--- src/rtl/booth_r4_seq_mult_if.sv ---
// Handshake/operand bundle for the radix-4 Booth sequential multiplier.
// The optional is_signed wire only exists when BOOTH_UNSIGNED_EN is defined.
interface booth_r4_seq_mult_if #(
   parameter int WIDTH = 8
);
   logic                 start;
   logic [WIDTH-1:0]     mplier;
   logic [WIDTH-1:0]     mpcnd;
`ifdef BOOTH_UNSIGNED_EN
   logic                 is_signed;
`endif
   logic                 busy;
   logic                 done;
   logic [2*WIDTH-1:0]   prd;

`ifdef BOOTH_UNSIGNED_EN
   modport master (output start, mplier, mpcnd, is_signed, input busy, done, prd);
   modport slave  (input start, mplier, mpcnd, is_signed, output busy, done, prd);
`else
   modport master (output start, mplier, mpcnd, input busy, done, prd);
   modport slave  (input start, mplier, mpcnd, output busy, done, prd);
`endif
endinterface

--- src/rtl/booth_r4_seq_mult.sv ---
// Sequential radix-4 Booth multiplier, two multiplier bits retired per ITER cycle.
// Optional feature macro: BOOTH_UNSIGNED_EN (adds is_signed, unsigned mode takes one extra iteration).
module booth_r4_seq_mult #(
   parameter int WIDTH = 8
) (
   input logic                clk,
   input logic                rst,
   booth_r4_seq_mult_if.slave bus
);
   localparam int AW = WIDTH + 2;
`ifdef BOOTH_UNSIGNED_EN
   localparam int QW = WIDTH + 2;
`else
   localparam int QW = WIDTH;
`endif
   localparam int CW = $clog2(WIDTH / 2 + 2);

   generate
      if ((WIDTH % 2) != 0 || WIDTH < 4) begin : g_bad_width
         $error("booth_r4_seq_mult: WIDTH must be even and >= 4");
      end
   endgenerate

   typedef enum logic [1:0] {IDLE, ITER, DONE} state_t;

   state_t               state_reg;
   logic                 busy_reg;
   logic                 done_reg;
   logic [2*WIDTH-1:0]   prd_reg;
   logic [AW-1:0]        acc_reg;
   logic [AW-1:0]        m_reg;
   logic [QW-1:0]        q_reg;
   logic                 q_m1_reg;
   logic [CW-1:0]        cnt_reg;
   logic                 uns_reg;

   logic [AW-1:0]        m2;
   logic [AW-1:0]        term;
   logic [AW-1:0]        sum;
   logic [AW-1:0]        acc_next;
   logic [QW-1:0]        q_next;
   logic [2*WIDTH-1:0]   prd_next;
   logic [CW-1:0]        last_cnt;
   logic                 ext_m;
   logic                 ext_q;
   logic                 uns_in;

`ifdef BOOTH_UNSIGNED_EN
   assign uns_in = ~bus.is_signed;
`else
   assign uns_in = 1'b0;
`endif
   assign ext_m    = bus.mpcnd[WIDTH-1] & ~uns_in;
   assign ext_q    = bus.mplier[WIDTH-1] & ~uns_in;
   assign last_cnt = uns_reg ? CW'(WIDTH / 2) : CW'(WIDTH / 2 - 1);

   always_comb begin
      m2 = {m_reg[AW-2:0], 1'b0};
      unique case ({q_reg[1:0], q_m1_reg})
         3'b001, 3'b010: term = m_reg;
         3'b011:         term = m2;
         3'b100:         term = ~m2 + 1'b1;
         3'b101, 3'b110: term = ~m_reg + 1'b1;
         default:        term = '0;
      endcase
      sum      = acc_reg + term;
      acc_next = {{2{sum[AW-1]}}, sum[AW-1:2]};
      q_next   = {sum[1:0], q_reg[QW-1:2]};
      // Signed runs stop with the (possibly extended) Q's low 2 bits still unretired;
      // unsigned runs consume all of Q, so the acc contributes two fewer bits.
      if (uns_reg)
         prd_next = {acc_next[WIDTH-3:0], q_next[QW-1:QW-WIDTH-2]};
      else
         prd_next = {acc_next[WIDTH-1:0], q_next[QW-1:QW-WIDTH]};
   end

   always_ff @(posedge clk) begin
      if (rst) begin
         state_reg <= IDLE;
         busy_reg  <= 1'b0;
         done_reg  <= 1'b0;
         prd_reg   <= '0;
         acc_reg   <= '0;
         m_reg     <= '0;
         q_reg     <= '0;
         q_m1_reg  <= 1'b0;
         cnt_reg   <= '0;
         uns_reg   <= 1'b0;
      end else begin
         done_reg <= 1'b0;
         unique case (state_reg)
            IDLE, DONE: begin
               if (bus.start) begin
                  m_reg     <= {{2{ext_m}}, bus.mpcnd};
                  q_reg     <= {{(QW - WIDTH){ext_q}}, bus.mplier};
                  acc_reg   <= '0;
                  q_m1_reg  <= 1'b0;
                  cnt_reg   <= '0;
                  uns_reg   <= uns_in;
                  state_reg <= ITER;
                  busy_reg  <= 1'b1;
               end else begin
                  state_reg <= IDLE;
               end
            end
            ITER: begin
               acc_reg  <= acc_next;
               q_reg    <= q_next;
               q_m1_reg <= q_reg[1];
               cnt_reg  <= cnt_reg + 1'b1;
               if (cnt_reg == last_cnt) begin
                  prd_reg   <= prd_next;
                  state_reg <= DONE;
                  busy_reg  <= 1'b0;
                  done_reg  <= 1'b1;
               end
            end
            default: state_reg <= IDLE;
         endcase
      end
   end

   assign bus.busy = busy_reg;
   assign bus.done = done_reg;
   assign bus.prd  = prd_reg;
endmodule

--- src/flat_wrapper.sv ---
// flat-port wrapper written by rule: the top's interface ports become plain ports
module booth_r4_seq_mult_flat 
#(
   parameter int WIDTH = 8
)
  (clk, rst, bus_start, bus_mplier, bus_mpcnd, bus_busy, bus_done, bus_prd);
  booth_r4_seq_mult_if #(.WIDTH(WIDTH)) bus_i ();
  input logic clk;
  input logic rst;
  input wire logic [$bits(bus_i.start)-1:0] bus_start;
  input wire logic [$bits(bus_i.mplier)-1:0] bus_mplier;
  input wire logic [$bits(bus_i.mpcnd)-1:0] bus_mpcnd;
  output wire logic [$bits(bus_i.busy)-1:0] bus_busy;
  output wire logic [$bits(bus_i.done)-1:0] bus_done;
  output wire logic [$bits(bus_i.prd)-1:0] bus_prd;
  assign bus_i.start = bus_start;
  assign bus_i.mplier = bus_mplier;
  assign bus_i.mpcnd = bus_mpcnd;
  assign bus_busy = bus_i.busy;
  assign bus_done = bus_i.done;
  assign bus_prd = bus_i.prd;
  booth_r4_seq_mult #(.WIDTH(WIDTH)) u_core (.clk(clk), .rst(rst), .bus(bus_i));
endmodule
--- config.mk ---
export PLATFORM = sky130hd
export DESIGN_NAME = booth_r4_seq_mult_flat
export DESIGN_NICKNAME = d
export VERILOG_FILES = /design/src/rtl/booth_r4_seq_mult_if.sv /design/src/rtl/booth_r4_seq_mult.sv /design/src/flat_wrapper.sv
export SDC_FILE = /design/constraint.sdc
export NUM_CORES = 1
export LEC_CHECK = 0
export BUFFER_PORTS_ARGS = -buffer_cell sky130_fd_sc_hd__buf_2
export CORE_AREA = 8 8 80 75
export DETAILED_ROUTE_END_ITERATION = 8
export DIE_AREA = 0 0 88 83
export PLACE_DENSITY_LB_ADDON = 0.12
export RECOVER_POWER = 100
export SYNTH_ARGS = -nofsm -noshare
export SYNTH_HDL_FRONTEND = slang
export SYNTH_SLANG_ARGS = --single-unit
export TNS_END_PERCENT = 5
--- constraint.sdc ---
create_clock -name clk -period 4.4 [get_ports clk]
set_input_delay 0.66 -clock clk [delete_from_list [all_inputs] [get_ports clk]]
set_output_delay 0.66 -clock clk [all_outputs]
set_load 0.05 [all_outputs]
## Word-level counts from Yosys, hierarchy flattened

Cells that the tools add are included.

- Add/sub/neg operators: 4
- Equality and inequality tests: 11
- Mux-type cells: 16
- Bitwise logic cells: 3
- Reduce and logical (&&, ||, !) cells: 10

Operator list:

| cell | count |
|---|---|
| $pmux W10 S4 | 1 |
| $add A10 B1 Y10 const B | 2 |
| $not A10 Y10 | 2 |
| $pmux W10 S2 | 1 |
| $pmux W8 S2 | 1 |
| $add A10 B10 Y10 | 1 |
| $mux W10 | 1 |
| $eq A3 B2 Y1 const B | 3 |
| $eq A3 B3 Y1 const B | 3 |
| $mux W8 | 1 |
| $reduce_or A2 Y1 | 4 |
| $pmux W3 S2 | 1 |
| $reduce_and A2 Y1 | 3 |
| $mux W1 | 5 |
| $pmux W1 S2 | 2 |
| $pmux W2 S2 | 1 |
| $add A3 B1 Y3 const B | 1 |
| $eq A3 B1 Y1 const B | 1 |
| $mux W3 | 1 |
| $reduce_and A3 Y1 | 1 |
| $eq A2 B1 Y1 const B | 1 |
| $eq A2 B2 Y1 const B | 1 |
| $logic_not A2 Y1 | 1 |
| $mux W2 | 1 |
| 4 further kinds | 4 |

- Register bits: 50
- Output and inout port bits: 18

## Depth between registers and ports, before layout

Gate-level depths: netlist of run 1.

- Depth in word-level cells: 5
- Depth in mapped cells: 15
- Depth with buffers taken out: 14

## Worst setup path after synthesis of run 1

Ideal clock, no wire load.

- Path kind: register to register
- From: register u_core.m_reg[0]
- To: register u_core.prd_reg[14] (netlist: u_core.bus.prd[14])
- Setup time: 0.086 ns
- Data arrival time: 2.753 ns
- Required time: 4.314 ns
- Slack: 1.562 ns
- Cell stages (with the launch flop): 14
- Buffers on the path: 0
- Period minus slack after synthesis: 2.838 ns
- Cell sequence: dfxtp_1 > inv_1 > ha_1 > nand2b_1 > nor4_1 > nand2b_1 > xnor2_1 > a221oi_1 > a31oi_1 > ha_1 > or3_1 > o31ai_1 > xor2_1 > a211oi_1

- Cells in the longest elaborated chain, start to end: 4

Ends and longest elaborated chain:

| what | RTL line | text |
|---|---|---|
| start: declaration | booth_r4_seq_mult.sv:31 | `logic [AW-1:0] m_reg;` |
| start signal: assignment | booth_r4_seq_mult.sv:94 | `m_reg <= {{2{ext_m}}, bus.mpcnd};` |
| $not A10 Y10, on equally long branches | booth_r4_seq_mult.sv:63, booth_r4_seq_mult.sv:62 |  |
| $add A10 B1 Y10, on equally long branches | booth_r4_seq_mult.sv:63, booth_r4_seq_mult.sv:62 |  |
| $pmux W10 S4 (*) | booth_r4_seq_mult.sv:59 | `unique case ({q_reg[1:0], q_m1_reg})` |
| $add A10 B10 Y10 (*) | booth_r4_seq_mult.sv:66 | `sum = acc_reg + term;` |
| end signal: assignment | booth_r4_seq_mult.sv:112 | `prd_reg <= prd_next;` |
| end: declaration | booth_r4_seq_mult.sv:29 | `logic [2*WIDTH-1:0] prd_reg;` |

Every way passes the cells marked *; elsewhere a longest branch is shown, timed or not.
A chain may end at the register's enable or synchronous reset.

## Worst setup path in the final report of run 1

Ends and elaborated chain as after synthesis.

==> impl_metrics.ini, run 1 <==
[layout]
nNetsFinal = 403
drive_gt1_share_pct = 8.09
antennaDiodeCount = 0
flip_flop_count_of_the_largest_register_all_copies_and_words_added = 16
layout.cells.non_filler = 436
layout.cells.most_common = sky130_fd_sc_hd__nand2_1
nFillCells = 433
commonest_cells_after_routing_fill_and_taps_aside = 65 x sky130_fd_sc_hd__nand2_1, 48 x sky130_fd_sc_hd__dfxtp_1, 38 x sky130_fd_sc_hd__nor2_1, 35 x sky130_fd_sc_hd__a21oi_1
flow.area_growth_from_synthesis_pct = 10.2
design_area_mm2 = 0.00295

[routing]
antenna_left = 0
drtIter0Drc = 154
route.final.wire_length_mm = 6.73
via_count = 2484
drt_pass1_iterations = 4
viasPerCell = 5.70
average_wire_per_standard_cell_um = 15.4
remaining_drc_errors = 0

[floorplanning]
fp.dieH_um = 83
fp.dieArea_mm2 = 0.00730
start_util_pct = 57.6
core.rowCount = 24
die_width_um = 88
pin_count = 37
coreArea_mm2 = 0.00465

[synthesis]
leading_register_cell_type_out_of_synthesis = sky130_fd_sc_hd__dfxtp_1
ys_seq_elements = 48
synthDistinctLibCells = 48
yosys.area.top_type_share_pct = 35.9
netlist_instances = 352
synthesized_area_mm2 = 0.00268
ys_warn_count = 0
avg_synthesized_cell_area_um2 = 7.61
synth_largest_area_cell = sky130_fd_sc_hd__dfxtp_1
async_reset_ff_share_pct = 0
synth-seq-area-share_pct = 35.9
ys_top_cells_by_area = sky130_fd_sc_hd__dfxtp_1 36%, sky130_fd_sc_hd__nand2_1 9.1%, sky130_fd_sc_hd__a21oi_1 6.5%
synthesized_netlist_net_count = 384
synth-edff-count = 0

[global_route]
grt_pass1_vias = 2314
track_usage_pct = 19.3
grt_antenna_before_repair = 0
grt_max_degree = 52
grt_first_pass_wirelength_mm = 11.4
overflow = 0

[place]
port_buffers = 36
post-place-cells = 429
gp_congestion = 0.988
detailed_place.area_mm2 = 0.00285
dp.final_hpwl_mm = 4.75

[timing]
max_freq_mhz = 289
timing.final.setup_violations = 0
clock-skew-final_ns = 0.00726
setup_repair_after_global_routing_missed_its_margin = false
post-route-min-period_ns = 3.46
tightest_slew_ns = 0.894
layout_worst_path_cycle_share_pct = 78.7
final-max-slew-violation-count = 0
final-hold-violation-count = 0
worst_slew_margin_rel_pct = 40.2
fin_setup_tns_ns = 0

[cts]
h-tree-depth = 2
worstSkewPairLatency_ns = 0.30
clk_transition_reported_paths_ns = 0.09
ctsResizeCount = 0
post_cts_buffers = 0
cts-buffers-inserted = 5
tritoncts = done
cts_sinks = 48
cts_root_buf = sky130_fd_sc_hd__clkbuf_8
holdBufCountCts = 0
cts_max_path_buffers = 2

[outcome]
outcome = finished, final reports clean

[critical_path]
crit_required_ns = 4.62
worstSetupEndpointType = flop
timing.critical_path.from_type = flop
critical_path.max_fanout = 5
worstPathArrival_ns = 3.68
timing_worst_setup_path_type = flop to flop

[power_and_ir_drop]
power.density_cell_area_mw_per_mm2 = 356
peak_supply_drop_v = 0.000367
totalPowerFinal_mw = 1.05
power.static_leakage_nw = 1.16

[min_path]
worstHoldPathType = flop to flop

[run]
max_capacitance_violation_total = 0
through the flow:
step           util (%)  setup slack, ns  hold WS (ns)
2_1_floorplan         -             1.56         0.440
3_3_place_gp       61.2             1.03         0.440
3_5_place_dp       61.2             1.04         0.446
4_1_cts            63.9             1.01         0.458
5_1_grt            63.4            0.706         0.481
6_report           63.4            0.937         0.457
routing by layer:
metal  wire length, um  track usage, %
met5                 0               0
met4                48            6.41
met3               392            3.54
met2              3260            30.2
met1              3030            25.6
cell families after synthesis:
family / after synthesis / share of synthesized area [%]
mux: 1 / 0.373
simple gates: 154 / 26.3
compound gates: 85 / 20.6
fa+ha+maj: 13 / 6.35
xor+xnor: 16 / 5.23
flops: 48 / 35.9
buf+inv: 35 / 5.23
cell type report:
cell class / instances / area (um^2) / area share [%]
clock buffer: 5 / 68.8 / 2.33
sequential: 48 / 961 / 32.5
inverter: 10 / 37.5 / 1.27
clock inverter: 2 / 60.1 / 2.03
tap: 65 / 81.3 / 2.75
timing repair buffer: 37 / 165 / 5.59
multi-input combinational: 269 / 1580 / 53.5
power breakdown:
group / switching [mW] / total (mW) / internal, mW / leakage (nW)
logic: 0.120 / 0.199 / 0.0786 / 0.708
registers: 0.0307 / 0.483 / 0.453 / 0.391
clock network: 0.145 / 0.368 / 0.224 / 0.0642
critical path: stages (launching register included):
cell and delay, ns:
sky130_fd_sc_hd__dfxtp_1 0.36, sky130_fd_sc_hd__inv_1 0.09, sky130_fd_sc_hd__ha_1 0.26, sky130_fd_sc_hd__nand2b_1 0.17
sky130_fd_sc_hd__nor4_1 0.46, sky130_fd_sc_hd__nand2b_1 0.19, sky130_fd_sc_hd__xnor2_1 0.10, sky130_fd_sc_hd__a221oi_1 0.29
sky130_fd_sc_hd__a31oi_1 0.08, sky130_fd_sc_hd__ha_1 0.29, sky130_fd_sc_hd__or3_1 0.37, sky130_fd_sc_hd__o31ai_1 0.36
sky130_fd_sc_hd__xor2_1 0.13, sky130_fd_sc_hd__a211oi_1 0.23
synthesized netlist by cell type, types with 2 or more instances:
| library cell | number |
|---|---|
| sky130_fd_sc_hd__nand2_1 | 65 |
| sky130_fd_sc_hd__dfxtp_1 | 48 |
| sky130_fd_sc_hd__nor2_1 | 38 |
| sky130_fd_sc_hd__a21oi_1 | 35 |
| sky130_fd_sc_hd__clkbuf_1 | 22 |
| sky130_fd_sc_hd__ha_1 | 12 |
| sky130_fd_sc_hd__nand2b_1 | 11 |
| sky130_fd_sc_hd__inv_1 | 10 |
| sky130_fd_sc_hd__nor3_1 | 10 |
| sky130_fd_sc_hd__xnor2_1 | 10 |
| sky130_fd_sc_hd__a22oi_1 | 7 |
| sky130_fd_sc_hd__nand3_1 | 7 |
| sky130_fd_sc_hd__nor2b_1 | 6 |
| sky130_fd_sc_hd__xor2_1 | 6 |
| sky130_fd_sc_hd__a211oi_1 | 5 |
| sky130_fd_sc_hd__o21ai_1 | 5 |
| sky130_fd_sc_hd__o22ai_1 | 5 |
| sky130_fd_sc_hd__a221oi_1 | 4 |
| sky130_fd_sc_hd__or3_1 | 4 |
| sky130_fd_sc_hd__a21o_1 | 3 |
| sky130_fd_sc_hd__and2_1 | 3 |
| sky130_fd_sc_hd__o21ai_0 | 3 |
| sky130_fd_sc_hd__a311oi_1 | 2 |
| sky130_fd_sc_hd__a31oi_1 | 2 |
| sky130_fd_sc_hd__a32oi_1 | 2 |
| sky130_fd_sc_hd__nand4b_1 | 2 |
| sky130_fd_sc_hd__nor4_1 | 2 |
| sky130_fd_sc_hd__o211ai_1 | 2 |
| sky130_fd_sc_hd__o31a_1 | 2 |
worst paths after layout:
kind	startpoint	endpoint	slack (ns)	cells past startpoint
setup / recovery	u_core.m_reg[0]	u_core.bus.prd[14]	0.94	13
setup reg to reg	u_core.m_reg[0]	u_core.bus.prd[14]	0.94	13
hold / removal	u_core.bus.prd[6]	u_core.bus.prd[6]	0.46	2
hold reg to reg	u_core.bus.prd[6]	u_core.bus.prd[6]	0.46	2
Power figures use the tool's default switching activity.
==> inputs of run 2 (changes only) <==
- CORE_AREA: 8 8 80 75 -> 8 8 85 80
- DIE_AREA: 0 0 88 83 -> 0 0 93 88
- clock period: 4.4 -> 3.1 ns (I/O delays scaled with it)
==> impl_metrics.ini, run 2 (synthesized netlist as in run 1, its figures left out) <==
[layout]
antennaDiodeCount = 0
drive_gt1_share_pct = 12.2
flow.area_growth_from_synthesis_pct = 14.1
layout.cells.most_common = sky130_fd_sc_hd__nand2_1
commonest_cells_after_routing_fill_and_taps_aside = 65 x sky130_fd_sc_hd__nand2_1, 48 x sky130_fd_sc_hd__dfxtp_1, 38 x sky130_fd_sc_hd__nor2_1, 35 x sky130_fd_sc_hd__a21oi_1, 21 x sky130_fd_sc_hd__clkbuf_1
nNetsFinal = 417
nFillCells = 550
flip_flop_count_of_the_largest_register_all_copies_and_words_added = 16

[outcome]
outcome = finished, final reports clean

[timing]
final-max-slew-violation-count = 0
fin_setup_tns_ns = 0
clock-skew-final_ns = 0.00613
final.setup.worst_slack_ns = 0.148
tightest_hold_margin_ns = 0.390
max_freq_mhz = 339
tightest_slew_ns = 0.986
final-hold-violation-count = 0
timing.final.setup_violations = 0
setup_repair_after_global_routing_missed_its_margin = false
post-route-min-period_ns = 2.95
worst_slew_margin_rel_pct = 34.3
layout_worst_path_cycle_share_pct = 95.2

[critical_path]
timing_worst_setup_path_type = flop to flop
worst_r2r_startpoint = u_core.m_reg[0]
worst-r2r-cell-count = 11
crit_start = u_core.m_reg[0]
ff2ff_setup_slack_ns = 0.15
worstSetupEndpointType = flop
worstPathArrival_ns = 3.18
critical_path_capture_point = u_core.acc_reg[4]
critical_path.max_fanout = 5
r2r_end = u_core.acc_reg[4]
crit_required_ns = 3.33
timing.critical_path.from_type = flop

[floorplanning]
fp.dieArea_mm2 = 0.00818
die_width_um = 93
core.rowCount = 26
coreArea_mm2 = 0.00540
pin_count = 37
start_util_pct = 49.6
fp.dieH_um = 88

[routing]
antenna_left = 0
met2_wirelength_mm = 3.20
met3_wirelength_um = 323
via_count = 2516
highest_metal_used = met4
average_wire_per_standard_cell_um = 15.3
route.final.wire_length_mm = 6.96
viasPerCell = 5.52
drtIter0Drc = 150
remaining_drc_errors = 0
drt_pass1_iterations = 4
wirelength_met1_mm = 3.35

[global_route]
track_usage_pct = 17.7
grt_first_pass_wirelength_mm = 11.7
grt_max_degree = 52
overflow = 0
grt_pass1_vias = 2416
grt_antenna_before_repair = 0

[place]
dp.final_hpwl_mm = 5.05
gp_congestion = 1.02
port_buffers = 36
place_worst_setup_slack_ns = 0.0494

[power_and_ir_drop]
power.static_leakage_nw = 1.20
peak_supply_drop_v = 0.000366
power.density_cell_area_mw_per_mm2 = 455

[cts]
cts_max_path_buffers = 2
cts_root_buf = sky130_fd_sc_hd__clkbuf_8
cts-buffers-inserted = 5
tritoncts = done
h-tree-depth = 2
clk_transition_reported_paths_ns = 0.09
cts_sinks = 48
worstSkewPairLatency_ns = 0.30
holdBufCountCts = 0

[min_path]
worstHoldPathType = primary input to flop

[run]
max_capacitance_violation_total = 0
run 2: worst min-delay path by stage:
| stage | from | end | slack [ns] | depth (start not counted) |
|---|---|---|---|---|
| after global routing | bus_mpcnd[3] | u_core.m_reg[3] | 0.39 | 3 |
| after floorplan | u_core.acc_reg[2] | u_core.acc_reg[2] | 0.44 | 2 |
| final | bus_mpcnd[7] | u_core.m_reg[7] | 0.39 | 3 |
| after detailed placement | u_core.bus.prd[3] | u_core.bus.prd[3] | 0.45 | 2 |
| after global placement | u_core.bus.prd[8] | u_core.bus.prd[8] | 0.44 | 2 |
| after CTS | bus_mpcnd[7] | u_core.m_reg[7] | 0.38 | 3 |
run 2: layout make-up:
class	instances	area, um^2	share of cell area, %
clock inverters	1	7.51	0.246
multi-input cells	269	1610	52.8
inverters	10	37.5	1.23
clock buffers	7	86.3	2.82
flip-flops and latches	48	961	31.4
well taps	70	87.6	2.87
repair buffers	51	263	8.60
run 2: stage by stage:
step	total power [mW]	utilization, %	area, um^2	std cells
after floorplan	0.908	-	2680	352
after global placement	0.993	54.6	2950	447
after detailed placement	0.994	54.6	2950	447
after CTS	1.39	56.4	3040	455
after global routing	1.47	56.6	3060	456
final	1.39	56.6	3060	456
run 2: critical path, stage by stage, from the launching register on:
cell and delay (ns):
sky130_fd_sc_hd__dfxtp_1 0.32, sky130_fd_sc_hd__buf_4 0.14, sky130_fd_sc_hd__or3_1 0.38, sky130_fd_sc_hd__nor3_1 0.19, sky130_fd_sc_hd__xnor2_1 0.19, sky130_fd_sc_hd__a21oi_1 0.10, sky130_fd_sc_hd__a21oi_1 0.23, sky130_fd_sc_hd__ha_1 0.32
sky130_fd_sc_hd__and2_1 0.23, sky130_fd_sc_hd__o31a_1 0.30, sky130_fd_sc_hd__or3_1 0.35, sky130_fd_sc_hd__a21oi_1 0.12
run 2: report_power, final:
part | internal (mW) | total, mW | switching, mW
logic | 0.132 | 0.319 | 0.187
clock network | 0.182 | 0.395 | 0.214
registers | 0.643 | 0.676 | 0.0330
run 2: metal layers:
layer  track usage [%]  vias up
li1                  -     1287
met1              22.8     1172
met2              28.0       49
met3              4.11        8
met4              6.73        0
met5                 0        -
run 2: repair_timing:
action | in CTS | in global routing
setup endpoints to repair | 0 | 5
gates resized for setup | 0 | 6
buffers inserted | 0 | 1
==> inputs of run 3 (changes only) <==
==> constraint.sdc (replaced) <==
create_clock -name clk -period 3.1 [get_ports clk]
set_input_delay 0 -clock clk [delete_from_list [all_inputs] [get_ports clk]]
set_output_delay 0 -clock clk [all_outputs]
set_load 0.05 [all_outputs]
==> impl_metrics.ini, run 3 (synthesized netlist as in run 1, its figures left out) <==
[critical_path]
timing.critical_path.cells = buf_4 > or3_1 > nor3_1 > xnor2_1 > a21oi_1 > a21oi_1 > ha_1 > and2_1 > o31a_1 > or3_1 > a21oi_1
worstPathArrival_ns = 3.19
critical_path.max_fanout = 5
cp_common_cell = sky130_fd_sc_hd__a21oi_1
timing_worst_setup_path_type = flop to flop
timing.critical_path.from_type = flop
worstSetupEndpointType = flop
critPathMaxStageDelay_ns = 0.38
slowest_cell_on_crit_path = sky130_fd_sc_hd__or3_1
crit_required_ns = 3.33

[routing]
viasPerCell = 5.49
via_count = 2562
antenna_left = 0
route.final.wire_length_mm = 7.09
drtIter0Drc = 159
remaining_drc_errors = 0
drt_pass1_iterations = 4
average_wire_per_standard_cell_um = 15.2

[timing]
final-max-slew-violation-count = 0
tightest_slew_ns = 0.961
worst_slew_margin_rel_pct = 35.9
layout_worst_path_cycle_share_pct = 95.5
post-route-min-period_ns = 2.96
timing.final.setup_violations = 0
final-hold-violation-count = 0
clock-skew-final_ns = 0.00806
max_freq_mhz = 338
fin_setup_tns_ns = 0
setup_repair_after_global_routing_missed_its_margin = false

[outcome]
outcome = finished, final reports clean

[global_route]
track_usage_pct = 18.2
grt_antenna_before_repair = 0
grt_pass1_vias = 2487
overflow = 0
grt_max_degree = 52
grt_first_pass_wirelength_mm = 12.0

[floorplanning]
fp.dieArea_mm2 = 0.00818
pin_count = 37
fp.dieH_um = 88
core.rowCount = 26
die_width_um = 93
start_util_pct = 49.6
coreArea_mm2 = 0.00540

[cts]
cts-buffers-inserted = 5
cts_root_buf = sky130_fd_sc_hd__clkbuf_8
cts_sinks = 48
tritoncts = done
h-tree-depth = 2
cts_max_path_buffers = 2
clk_transition_reported_paths_ns = 0.09
worstSkewPairLatency_ns = 0.30

[layout]
flow.area_growth_from_synthesis_pct = 18.2
nNetsFinal = 428
drive_gt1_share_pct = 11.8
finish.utilization_pct = 58.6
commonest_cells_after_routing_fill_and_taps_aside = 65 x sky130_fd_sc_hd__nand2_1, 48 x sky130_fd_sc_hd__dfxtp_1, 38 x sky130_fd_sc_hd__nor2_1, 35 x sky130_fd_sc_hd__a21oi_1, 21 x sky130_fd_sc_hd__clkbuf_1
nFillCells = 536
area.sequential_um2 = 961
antennaDiodeCount = 0
multi_input_comb_area_mm2 = 0.00161
layout.cells.most_common = sky130_fd_sc_hd__nand2_1
design_area_mm2 = 0.00317
flip_flop_count_of_the_largest_register_all_copies_and_words_added = 16

[power_and_ir_drop]
peak_supply_drop_v = 0.000366
net-switching-power_mw = 0.438
power.density_cell_area_mw_per_mm2 = 443
seq_power_share_pct = 48.2
share_clk_of_total_power_pct = 28.3
power.static_leakage_nw = 1.25
totalPowerFinal_mw = 1.40
internal_power_mw = 0.965
switching_share_pct = 31.2
comb_power_share_pct = 23.5

[place]
gp_congestion = 1.02
detailed_place.area_mm2 = 0.00295
port_buffers = 36
dp.final_hpwl_mm = 5.05

[run]
max_capacitance_violation_total = 0

[min_path]
worstHoldPathType = primary input to flop
[run 3: area by class of cell]
type | count | area share, %
Clock inverter | 1 | 0.237
Sequential cell | 48 | 30.3
Multi-Input combinational cell | 269 | 51.0
Timing Repair Buffer | 62 | 11.8
Inverter | 10 | 1.19
Clock buffer | 7 | 2.73
Tap cell | 70 | 2.77
[run 3: critical path: cells and delay by family (launching register included)]
family	cells	cell delay [ns]
buffers and inverters	1	0.14
AO/OA/AOI/OAI	4	0.75
AND/OR/NAND/NOR	4	1.15
adder cells (fa/ha/maj)	1	0.32
flip-flops	1	0.32
XOR/XNOR	1	0.20
[run 3: per-layer routing]
| metal | GRT usage, % | vias to the layer above | part of all wire [%] |
|---|---|---|---|
| met5 | 0 | - | 0 |
| met4 | 6.73 | 0 | 1.3 |
| met3 | 4.11 | 8 | 4.3 |
| met2 | 29.1 | 50 | 46 |
| met1 | 23.2 | 1195 | 48 |
| li1 | - | 1309 | - |
[run 3: timing repair]
action,in CTS,in global routing
buffers inserted,0,1
hold endpoints to repair,11,0
endpoints found under the setup margin,0,5
gates resized for setup,0,6
hold buffers,11,0
[run 3: final timing paths]
path / slack (ns) / start / endpoint / cells past startpoint
max reg2reg: 0.14 / u_core.m_reg[0] / u_core.acc_reg[4] / 11
min: 0.04 / bus_mplier[5] / u_core.q_reg[5] / 3
min reg2reg: 0.46 / u_core.bus.prd[11] / u_core.bus.prd[11] / 2
max: 0.14 / u_core.m_reg[0] / u_core.acc_reg[4] / 11
[run 3: power by group through the flow]
stage          combinational (mW)  clock [mW]  sequential (mW)
2_1_floorplan               0.231           0            0.677
3_3_place_gp                0.304           0            0.688
3_5_place_dp                0.305           0            0.689
4_1_cts                     0.318       0.406            0.674
5_1_grt                     0.367       0.434            0.680
6_report                    0.330       0.398            0.676
[run 3: stage by stage]
step / cells / setup slack (ns) / hold WS (ns)
after floorplan: 352 / 0.262 / 0.136
after global placement: 447 / 0.162 / 0.244
after detailed placement: 447 / 0.0494 / 0.247
after CTS: 466 / 0.00747 / 0.0313
after global routing: 467 / 0.00143 / 0.0259
final: 467 / 0.139 / 0.0370
